===== config.mk =====
export PLATFORM = sky130hd
export DESIGN_NAME = blake3_hash_check
export DESIGN_NICKNAME = d
export VERILOG_FILES = /design/src/rtl/blake3_hash_check.sv
export SDC_FILE = /design/constraint.sdc
export NUM_CORES = 2
export LEC_CHECK = 0
export ABC_AREA = 1
export ABC_CLOCK_PERIOD_IN_PS = 39000
export CAP_MARGIN = 20
export CELL_PAD_IN_SITES_DETAIL_PLACEMENT = 0
export CELL_PAD_IN_SITES_GLOBAL_PLACEMENT = 1
export CORE_ASPECT_RATIO = 0.9
export CORE_MARGIN = 1.5
export CORE_UTILIZATION = 45
export CTS_CLUSTER_DIAMETER = 100
export DETAILED_ROUTE_END_ITERATION = 10
export HOLD_SLACK_MARGIN = 0.03
export PLACE_DENSITY_LB_ADDON = 0.1
export SLEW_MARGIN = 5
export SYNTH_ARGS = -nofsm -noshare
export SYNTH_HDL_FRONTEND = slang
export SYNTH_SLANG_ARGS = --single-unit
export TNS_END_PERCENT = 5

===== constraint.sdc =====
create_clock -name Clk -period 39 [get_ports Clk]
set_input_delay 7.8 -clock Clk [delete_from_list [all_inputs] [get_ports Clk]]
set_output_delay 7.8 -clock Clk [all_outputs]
set_load 0.03 [all_outputs]

===== src/rtl/blake3_hash_check.sv =====
// BLAKE3 output-hash check: h[i] = V[i]^V[i+8], compared against a big-endian target in 3 stages, hits queued in a FIFO.
// Optional saturating checked/hit counters are compiled in with BLAKE3_CHECK_STATS_EN.
module blake3_hash_check #(
    parameter int NONCE_W        = 64,
    parameter int HIT_FIFO_DEPTH = 4
) (
    input  logic               Clk,
    input  logic               Rst_n_I,
    input  logic               Valid_I,
    input  logic [511:0]       V_I,
    input  logic [NONCE_W-1:0] Nonce_I,
    input  logic [255:0]       Target_I,
    output logic               Hit_Valid_O,
    input  logic               Hit_Ready_I,
    output logic [NONCE_W-1:0] Hit_Nonce_O,
    output logic [255:0]       Hit_Hash_O,
    output logic               Overflow_O
`ifdef BLAKE3_CHECK_STATS_EN
    ,
    output logic [47:0]        Checked_Cnt_O,
    output logic [31:0]        Hit_Cnt_O
`endif
);
    localparam int AW = $clog2(HIT_FIFO_DEPTH);
    localparam logic [AW:0] PTR_ONE = (AW+1)'(1);

    function automatic logic [31:0] bswap32(input logic [31:0] w);
        return {w[7:0], w[15:8], w[23:16], w[31:24]};
    endfunction

    logic [255:0]       h_in;
    logic               s1_valid;
    logic [255:0]       s1_hash;
    logic [NONCE_W-1:0] s1_nonce;
    logic [255:0]       s1_target;
    logic [255:0]       s1_int;
    logic               s2_valid;
    logic [255:0]       s2_hash;
    logic [NONCE_W-1:0] s2_nonce;
    logic [3:0]         s2_lt;
    logic [3:0]         s2_eq;
    logic               s2_le;
    logic               s3_hit;
    logic [255:0]       s3_hash;
    logic [NONCE_W-1:0] s3_nonce;

    always_comb begin
        h_in   = '0;
        s1_int = '0;
        for (int i = 0; i < 8; i++) begin
            h_in[32*i +: 32]        = V_I[32*i +: 32] ^ V_I[32*(i+8) +: 32];
            // BLAKE3 byte stream is little-endian per word; h[0] is the most significant word of H
            s1_int[255-32*i -: 32]  = bswap32(s1_hash[32*i +: 32]);
        end
    end

    always_ff @(posedge Clk or negedge Rst_n_I) begin
        if (!Rst_n_I) begin
            s1_valid  <= 1'b0;
            s1_hash   <= '0;
            s1_nonce  <= '0;
            s1_target <= '0;
        end else begin
            s1_valid <= Valid_I;
            if (Valid_I) begin
                s1_hash   <= h_in;
                s1_nonce  <= Nonce_I;
                s1_target <= Target_I;
            end
        end
    end

    always_ff @(posedge Clk or negedge Rst_n_I) begin
        if (!Rst_n_I) begin
            s2_valid <= 1'b0;
            s2_hash  <= '0;
            s2_nonce <= '0;
            s2_lt    <= '0;
            s2_eq    <= '0;
        end else begin
            s2_valid <= s1_valid;
            s2_hash  <= s1_hash;
            s2_nonce <= s1_nonce;
            for (int k = 0; k < 4; k++) begin
                s2_lt[k] <= s1_int[255-64*k -: 64] <  s1_target[255-64*k -: 64];
                s2_eq[k] <= s1_int[255-64*k -: 64] == s1_target[255-64*k -: 64];
            end
        end
    end

    // Lane 0 is most significant; equality falls through to the next lane, full equality is a hit.
    assign s2_le = s2_lt[0] | (s2_eq[0] & (s2_lt[1] | (s2_eq[1] &
                   (s2_lt[2] | (s2_eq[2] & (s2_lt[3] | s2_eq[3]))))));

    always_ff @(posedge Clk or negedge Rst_n_I) begin
        if (!Rst_n_I) begin
            s3_hit   <= 1'b0;
            s3_hash  <= '0;
            s3_nonce <= '0;
        end else begin
            s3_hit   <= s2_valid & s2_le;
            s3_hash  <= s2_hash;
            s3_nonce <= s2_nonce;
        end
    end

    // Hit handshake: an entry transfers on a rising edge where Hit_Valid_O and Hit_Ready_I are both 1;
    // Hit_Valid_O never depends on Hit_Ready_I and the head stays stable until it transfers.
    logic [NONCE_W-1:0] mem_nonce [HIT_FIFO_DEPTH];
    logic [255:0]       mem_hash  [HIT_FIFO_DEPTH];
    logic [AW:0]        wr_ptr;
    logic [AW:0]        rd_ptr;
    logic [NONCE_W-1:0] last_nonce;
    logic [255:0]       last_hash;
    logic               empty;
    logic               full;
    logic               push;
    logic               pop;

    assign empty       = (wr_ptr == rd_ptr);
    assign full        = (wr_ptr[AW] != rd_ptr[AW]) && (wr_ptr[AW-1:0] == rd_ptr[AW-1:0]);
    assign pop         = !empty && Hit_Ready_I;
    assign push        = s3_hit && (!full || pop);
    assign Hit_Valid_O = !empty;
    assign Hit_Nonce_O = empty ? last_nonce : mem_nonce[rd_ptr[AW-1:0]];
    assign Hit_Hash_O  = empty ? last_hash  : mem_hash[rd_ptr[AW-1:0]];

    always_ff @(posedge Clk) begin
        if (push) begin
            mem_nonce[wr_ptr[AW-1:0]] <= s3_nonce;
            mem_hash[wr_ptr[AW-1:0]]  <= s3_hash;
        end
    end

    always_ff @(posedge Clk or negedge Rst_n_I) begin
        if (!Rst_n_I) begin
            wr_ptr     <= '0;
            rd_ptr     <= '0;
            last_nonce <= '0;
            last_hash  <= '0;
            Overflow_O <= 1'b0;
        end else begin
            if (push) wr_ptr <= wr_ptr + PTR_ONE;
            if (pop) begin
                rd_ptr     <= rd_ptr + PTR_ONE;
                last_nonce <= mem_nonce[rd_ptr[AW-1:0]];
                last_hash  <= mem_hash[rd_ptr[AW-1:0]];
            end
            if (s3_hit && full && !pop) Overflow_O <= 1'b1;
        end
    end

`ifdef BLAKE3_CHECK_STATS_EN
    logic s3_valid;

    always_ff @(posedge Clk or negedge Rst_n_I) begin
        if (!Rst_n_I) begin
            s3_valid      <= 1'b0;
            Checked_Cnt_O <= '0;
            Hit_Cnt_O     <= '0;
        end else begin
            s3_valid <= s2_valid;
            if (s3_valid && (Checked_Cnt_O != '1)) Checked_Cnt_O <= Checked_Cnt_O + 48'd1;
            if (s3_hit && (Hit_Cnt_O != '1))       Hit_Cnt_O     <= Hit_Cnt_O + 32'd1;
        end
    end
`endif
endmodule


### Word-level counts from Yosys, hierarchy flattened

Memories as Yosys holds them, arrays and structs flattened.
Index checks and enable logic that the tools add are counted.

* register bits: 1554
* bits in writable memories: 1280
* bits of input ports: 836
* output and inout bits: 322
* logic and storage cells: 61
* memories kept: 2

* add/subtract/negate cells: 2
* order comparisons: 4
* equality and inequality tests: 7
* muxes and demuxes: 4
* bitwise operators: 16
* reduce and logical (&&, ||, !) cells: 9

Memories
* mem_hash: words 4, width 256, rd ports 1, clocked after Yosys merged registers in 0, wr ports 1, line 110 `logic [255:0] mem_hash [HIT_FIFO_DEPTH];`
* mem_nonce: words 4, width 64, rd ports 1, clocked after Yosys merged registers in 0, wr ports 1, line 109 `logic [NONCE_W-1:0] mem_nonce [HIT_FIFO_DEPTH];`

Operator list (count)
* 64-bit == test: 4
* 64-bit less-than comparator: 4
* 256-bit 2-to-1 mux: 1
* 32-bit XOR: 8
* 64-bit 2-to-1 mux: 1
* 3-bit by 1-bit adder with 3-bit output, second input constant: 2
* 1-bit logical AND: 5
* 1-bit AND: 4
* 1-bit OR: 4
* 3-bit == test: 1
* 1-bit logical NOT: 3
* 2-bit == test: 1
* 1-bit 2-to-1 mux: 2
* 1-bit logical OR: 1
* 1-bit != test: 1

### Longest topological paths before layout

* depth in word-level cells: 8
* mapped depth: 14
* mapped depth without buffers: 14

### Worst setup path before layout

OpenSTA, ideal clock, no wires.

* kind: input-to-reg
* start point: input Hit_Ready_I
* end point: memory mem_hash[3][0], enable pin
* setup time: 1.012 ns
* arrival time: 21.382 ns
* data required time: 37.988 ns
* setup slack: 16.605 ns
* cell stages on the path: 4
* path buffers: 0
* cell sequence: nand2_2 > nand2_1 > nand2_1 > nor2_1

* word-level cells in the longest chain between the ends: 5

Ends and longest elaborated chain
* start: declaration: line 14 `input logic Hit_Ready_I,`
* 1-bit logical AND: line 122 `assign pop = !empty && Hit_Ready_I;`
* 1-bit logical OR: line 123 `assign push = s3_hit && (!full || pop);`
* 1-bit logical AND: line 123
* 1-bit 2-to-1 mux: line 129 `if (push) begin`
* 1-bit 2-to-1 mux (not written as such): line 131 `mem_hash[wr_ptr[AW-1:0]] <= s3_hash;`
* end: declaration: line 110

Every way passes these cells.

### Worst setup path after layout

* start point: register rd_ptr[0]
* end point: output Hit_Nonce_O[44]

* word-level cells in the longest chain between the ends: 2
* elaborated cells between the ends (all ways): 3
* those cells by class: eq/ne (1); mux (1); memory (1)

Ends and longest elaborated chain
* start: declaration: line 112 `logic [AW:0] rd_ptr;`
* start signal: assignment: line 145 `rd_ptr <= rd_ptr + PTR_ONE;`
* memory 4 x 64 bit / 3-bit == test (equally long branches)
* 64-bit 2-to-1 mux *: line 125 `assign Hit_Nonce_O = empty ? last_nonce : mem_nonce[rd_ptr[AW-1:0]];`
* end: declaration: line 15 `output logic [NONCE_W-1:0] Hit_Nonce_O,`

Mark *: on every way between the ends. The rest lies on a longest branch, timed or not.

==> impl_metrics.csv <==
group,metric,value,unit
timing,setup_viol,0,
grt,antenna_found_initial,38,
cts,postCtsHoldBufs,0,
placement,place_ws,24.84,ns
critical_path,worst-path-max-fanout,236,
cts,ctsRootBufferMaster,"clkbuf_16",
timing,setup_ws,24.63,ns
floorplanning,dieArea,244000,µm²
critical_path,setup.worst_path.start_class,"flop",
timing,worstMarginPinSlew,1.18,ns
synthesis,synth_async_sr_flop_share,54.8,%
worst_hold_path,holdCritPathClass,"flop to flop",
cells_and_area,multi_input_comb_area,26600,µm²
route,drt.antenna.violating_nets,0,
cells_and_area,fill_cells,19852,
synthesis,syn-num-nets,10262,
synthesis,ys.flop_type,"dfrtp_1",
cts,numCtsBuffers,308,
timing,max_freq,0.0696,GHz
synthesis,ys_types,31,
synthesis,synth_edf_count,1280,
pwr,combPwrFrac,38.3,%
cells_and_area,instances_no_fill,13667,
pwr,powerDensity,82.4,nW/µm²
route,drt_pass1_iterations,5,
placement,gp_congestion,0.811,
critical_path,crit_type,"flop to output port",
pwr,p_leak,54.4,nW
pwr,power.internal,6.72,mW
critical_path,crit_family,"buffers and inverters",
pwr,switching_power,4.22,mW
floorplanning,initial_core_util,45.4,%
synthesis,netlist_area,108000,µm²
cells_and_area,regArea,77300,µm²
synthesis,synth_cells,9165,
pwr,p_seq_share,35.6,%
cts,cts_buffer_depth,4,
pwr,switching_share,38.6,%
critical_path,critical_path_required,31.20,ns
timing,period_share,36.8,%
timing,tns,0,ns
cells_and_area,layout.nets,11334,
timing,slew_headroom,21.6,%
route,first_iter_violations,4897,
grt,overflow,0,
critical_path,crit_buf_inv,5,
placement,port-buffer-count,1157,
placement,post_dp_cell_area,123000,µm²
critical_path,crit_chain,"buf_12, xnor2_2, nand3_4, buf_12, buf_4, buf_4, nand2_1, o21ai_0, clkdlybuf4s50_1",
grt,grt_pass1_vias,68622,
status,status,"complete, no violations",
cts,clock_latency,0.92,ns
cells_and_area,design_area,133000,µm²
timing,final-max-slew-violation-count,0,
critical_path,end_kind,"output port",
floorplanning,rows,170,
critical_path,slowest_stage,"buf_4",
floorplanning,core-area,239000,µm²
cts,post-cts-setup-buffers,0,
cells_and_area,finalCoreUtilization,55.6,%
critical_path,slowest_delay,0.82,ns
pwr,peakVddDrop,0.105,mV
critical_path,worst_ep_arrival_time,6.57,ns
floorplanning,pin_count,1158,
cells_and_area,drive_gt1_share,5.26,%
job,drv_cap,0,
floorplanning,die_h,469,µm
synthesis,yosysSeqAreaShare,71.3,%
pwr,pwr-share-clk,26.1,%
cells_and_area,synthToLayoutAreaGrowth,22.4,%
cts,cts_tree,"yes",
placement,dpl.cell_count,13105,
cts,path_clk_slew,0.05,ns
cts,htreeDepth,5,
cts,clock_sink_count,2834,
route,vias_per_cell,5.09,
grt,grt_max_degree,237,
route,post_drt_wl_per_cell,21.1,µm
grt,grt_pass1_wl,432000,µm
grt,track_usage,23.5,%
synthesis,synth_seq_cells,2834,
cts,post_cts_resized,0,
timing,fin_worst_skew,0.0546,ns
route,via_count,69609,
timing,fin_crit,14.37,ns
floorplanning,die_x,520,µm
timing,hold_viol_final,0,
synthesis,avgSynthCellArea,11.8,µm²
synthesis,yosysWarnings,0,
timing,rsz0062_at_grt,"false",
route,wl,288000,µm
route,route.detailed.drc,0,
placement,place_hpwl,185000,µm
==> per-layer routing <==
metal | vias up | wire length (µm) | GRT usage (%)
li1 | 33207 | - | -
met1 | 34282 | 128000 | 32.4
met2 | 1659 | 136000 | 38.0
met3 | 431 | 16000 | 4.28
met4 | 30 | 7990 | 7.15
met5 | - | 198 | 0
==> cell type report <==
type,instances,share of cell area [%]
clock buffers,404,6.48
repair buffers,1245,9.37
multi-input cells,5198,20.0
well taps,3182,3.00
diodes,15,0.0283
clock inverters,139,0.979
inverters,650,1.86
flip-flops and latches,2834,58.3
==> cell families (layout without fill, tap and decap cells) <==
group                    count (synthesis)  count (layout)  synth area share, %
flip-flops                            2834            2834                 71.3
AND/OR/NAND/NOR                       2411            2411                 8.45
AO/OA/AOI/OAI                         2263            2263                 10.9
buffers and inverters                 1133            2438                 4.20
XOR/XNOR                               263             263                 2.13
adder cells (fa/ha/maj)                261             261                 3.01
other                                    0              15                    0
==> stage by stage <==
step / hold slack, ns / total power, mW
6_report: 0.322 / 10.9
5_1_grt: 0.328 / 11.5
2_1_floorplan: 0.331 / 6.41
3_5_place_dp: 0.335 / 8.19
3_3_place_gp: 0.331 / 8.15
4_1_cts: 0.327 / 11.1
==> layout by cell type (no fill, tap or decap), types with 2 or more instances in the layout <==
| master | count |
|---|---|
| a21o_1 | 4 |
| a21oi_1 | 108 |
| buf_12 | 11 |
| buf_16 | 3 |
| buf_4 | 75 |
| bufinv_16 | 24 |
| clkbuf_1 | 55 |
| clkbuf_16 | 319 |
| clkbuf_8 | 30 |
| clkdlybuf4s50_1 | 1155 |
| clkinv_1 | 41 |
| clkinv_2 | 56 |
| clkinv_4 | 4 |
| clkinvlp_4 | 11 |
| dfrtp_1 | 1552 |
| dfrtp_4 | 2 |
| diode_2 | 15 |
| edfxtp_1 | 1280 |
| ha_1 | 261 |
| inv_1 | 646 |
| inv_8 | 5 |
| nand2_1 | 1630 |
| nand3_1 | 21 |
| nand4_1 | 13 |
| nor2_1 | 719 |
| nor2_4 | 4 |
| nor3_1 | 11 |
| nor3b_1 | 2 |
| nor4_1 | 8 |
| o21a_1 | 16 |
| o21ai_0 | 1552 |
| o21ai_1 | 259 |
| o21bai_1 | 3 |
| o22ai_1 | 320 |
| xnor2_1 | 259 |
| xor2_1 | 3 |
==> state kept, by name, summed over array words and instances (netlist names) <==
name,cells
s3_hit,1
s2_eq,4
s1_valid,1
s3_hash,256
mem_nonce,256
last_nonce,64
rd_ptr,3
Overflow_O,1
s1_nonce,64
last_hash,256
s2_lt,4
s2_valid,1
s1_target,256
s2_hash,256
s1_hash,256
s3_nonce,64
s2_nonce,64
wr_ptr,3
mem_hash,1024
==> cell usage after synthesis, drive strengths merged, types with 4 or more instances <==
master  instances  share of area, %
dfrtp        1554                36
a21oi         108              0.50
nor2          723               2.5
xnor2         260               2.1
ha            261               3.0
a21o            4             0.028
nand3          22              0.11
o21ai        1811               8.4
nor3           11             0.051
o21a           16              0.11
nand4          13             0.075
clkbuf        307               1.1
nand2        1631               5.7
inv           650               2.3
buf           176              0.88
edfxtp       1280                35
nor4            8             0.046
o22ai         320               1.8
==> path summary, 6_finish.rpt <==
| check | start | to | slack (ns) | depth (start not counted) |
|---|---|---|---|---|
| max in group asynchronous | Rst_n_I | s2_hash[205] | 26.24 | 8 |
| worst max-delay path | rd_ptr[0] | Hit_Nonce_O[44] | 24.63 | 9 |
| worst min register to register | s2_nonce[25] | s3_nonce[25] | 0.32 | 0 |
| worst max register to register | rd_ptr[0] | mem_hash[3][87] | 31.68 | 11 |
| min in group asynchronous | Rst_n_I | last_hash[84] | 6.86 | 1 |
| worst min-delay path | s2_nonce[25] | s3_nonce[25] | 0.32 | 0 |
==> power by group through the flow <==
stage / Sequential [mW] / Clock [mW] / Combinational [mW]
after detailed placement: 3.95 / 0 / 4.24
after global routing: 3.94 / 3.03 / 4.54
after global placement: 3.94 / 0 / 4.21
after floorplan: 3.99 / 0 / 2.42
after CTS: 3.90 / 2.91 / 4.26
final: 3.90 / 2.85 / 4.19
(Power assumes the default switching activity.)
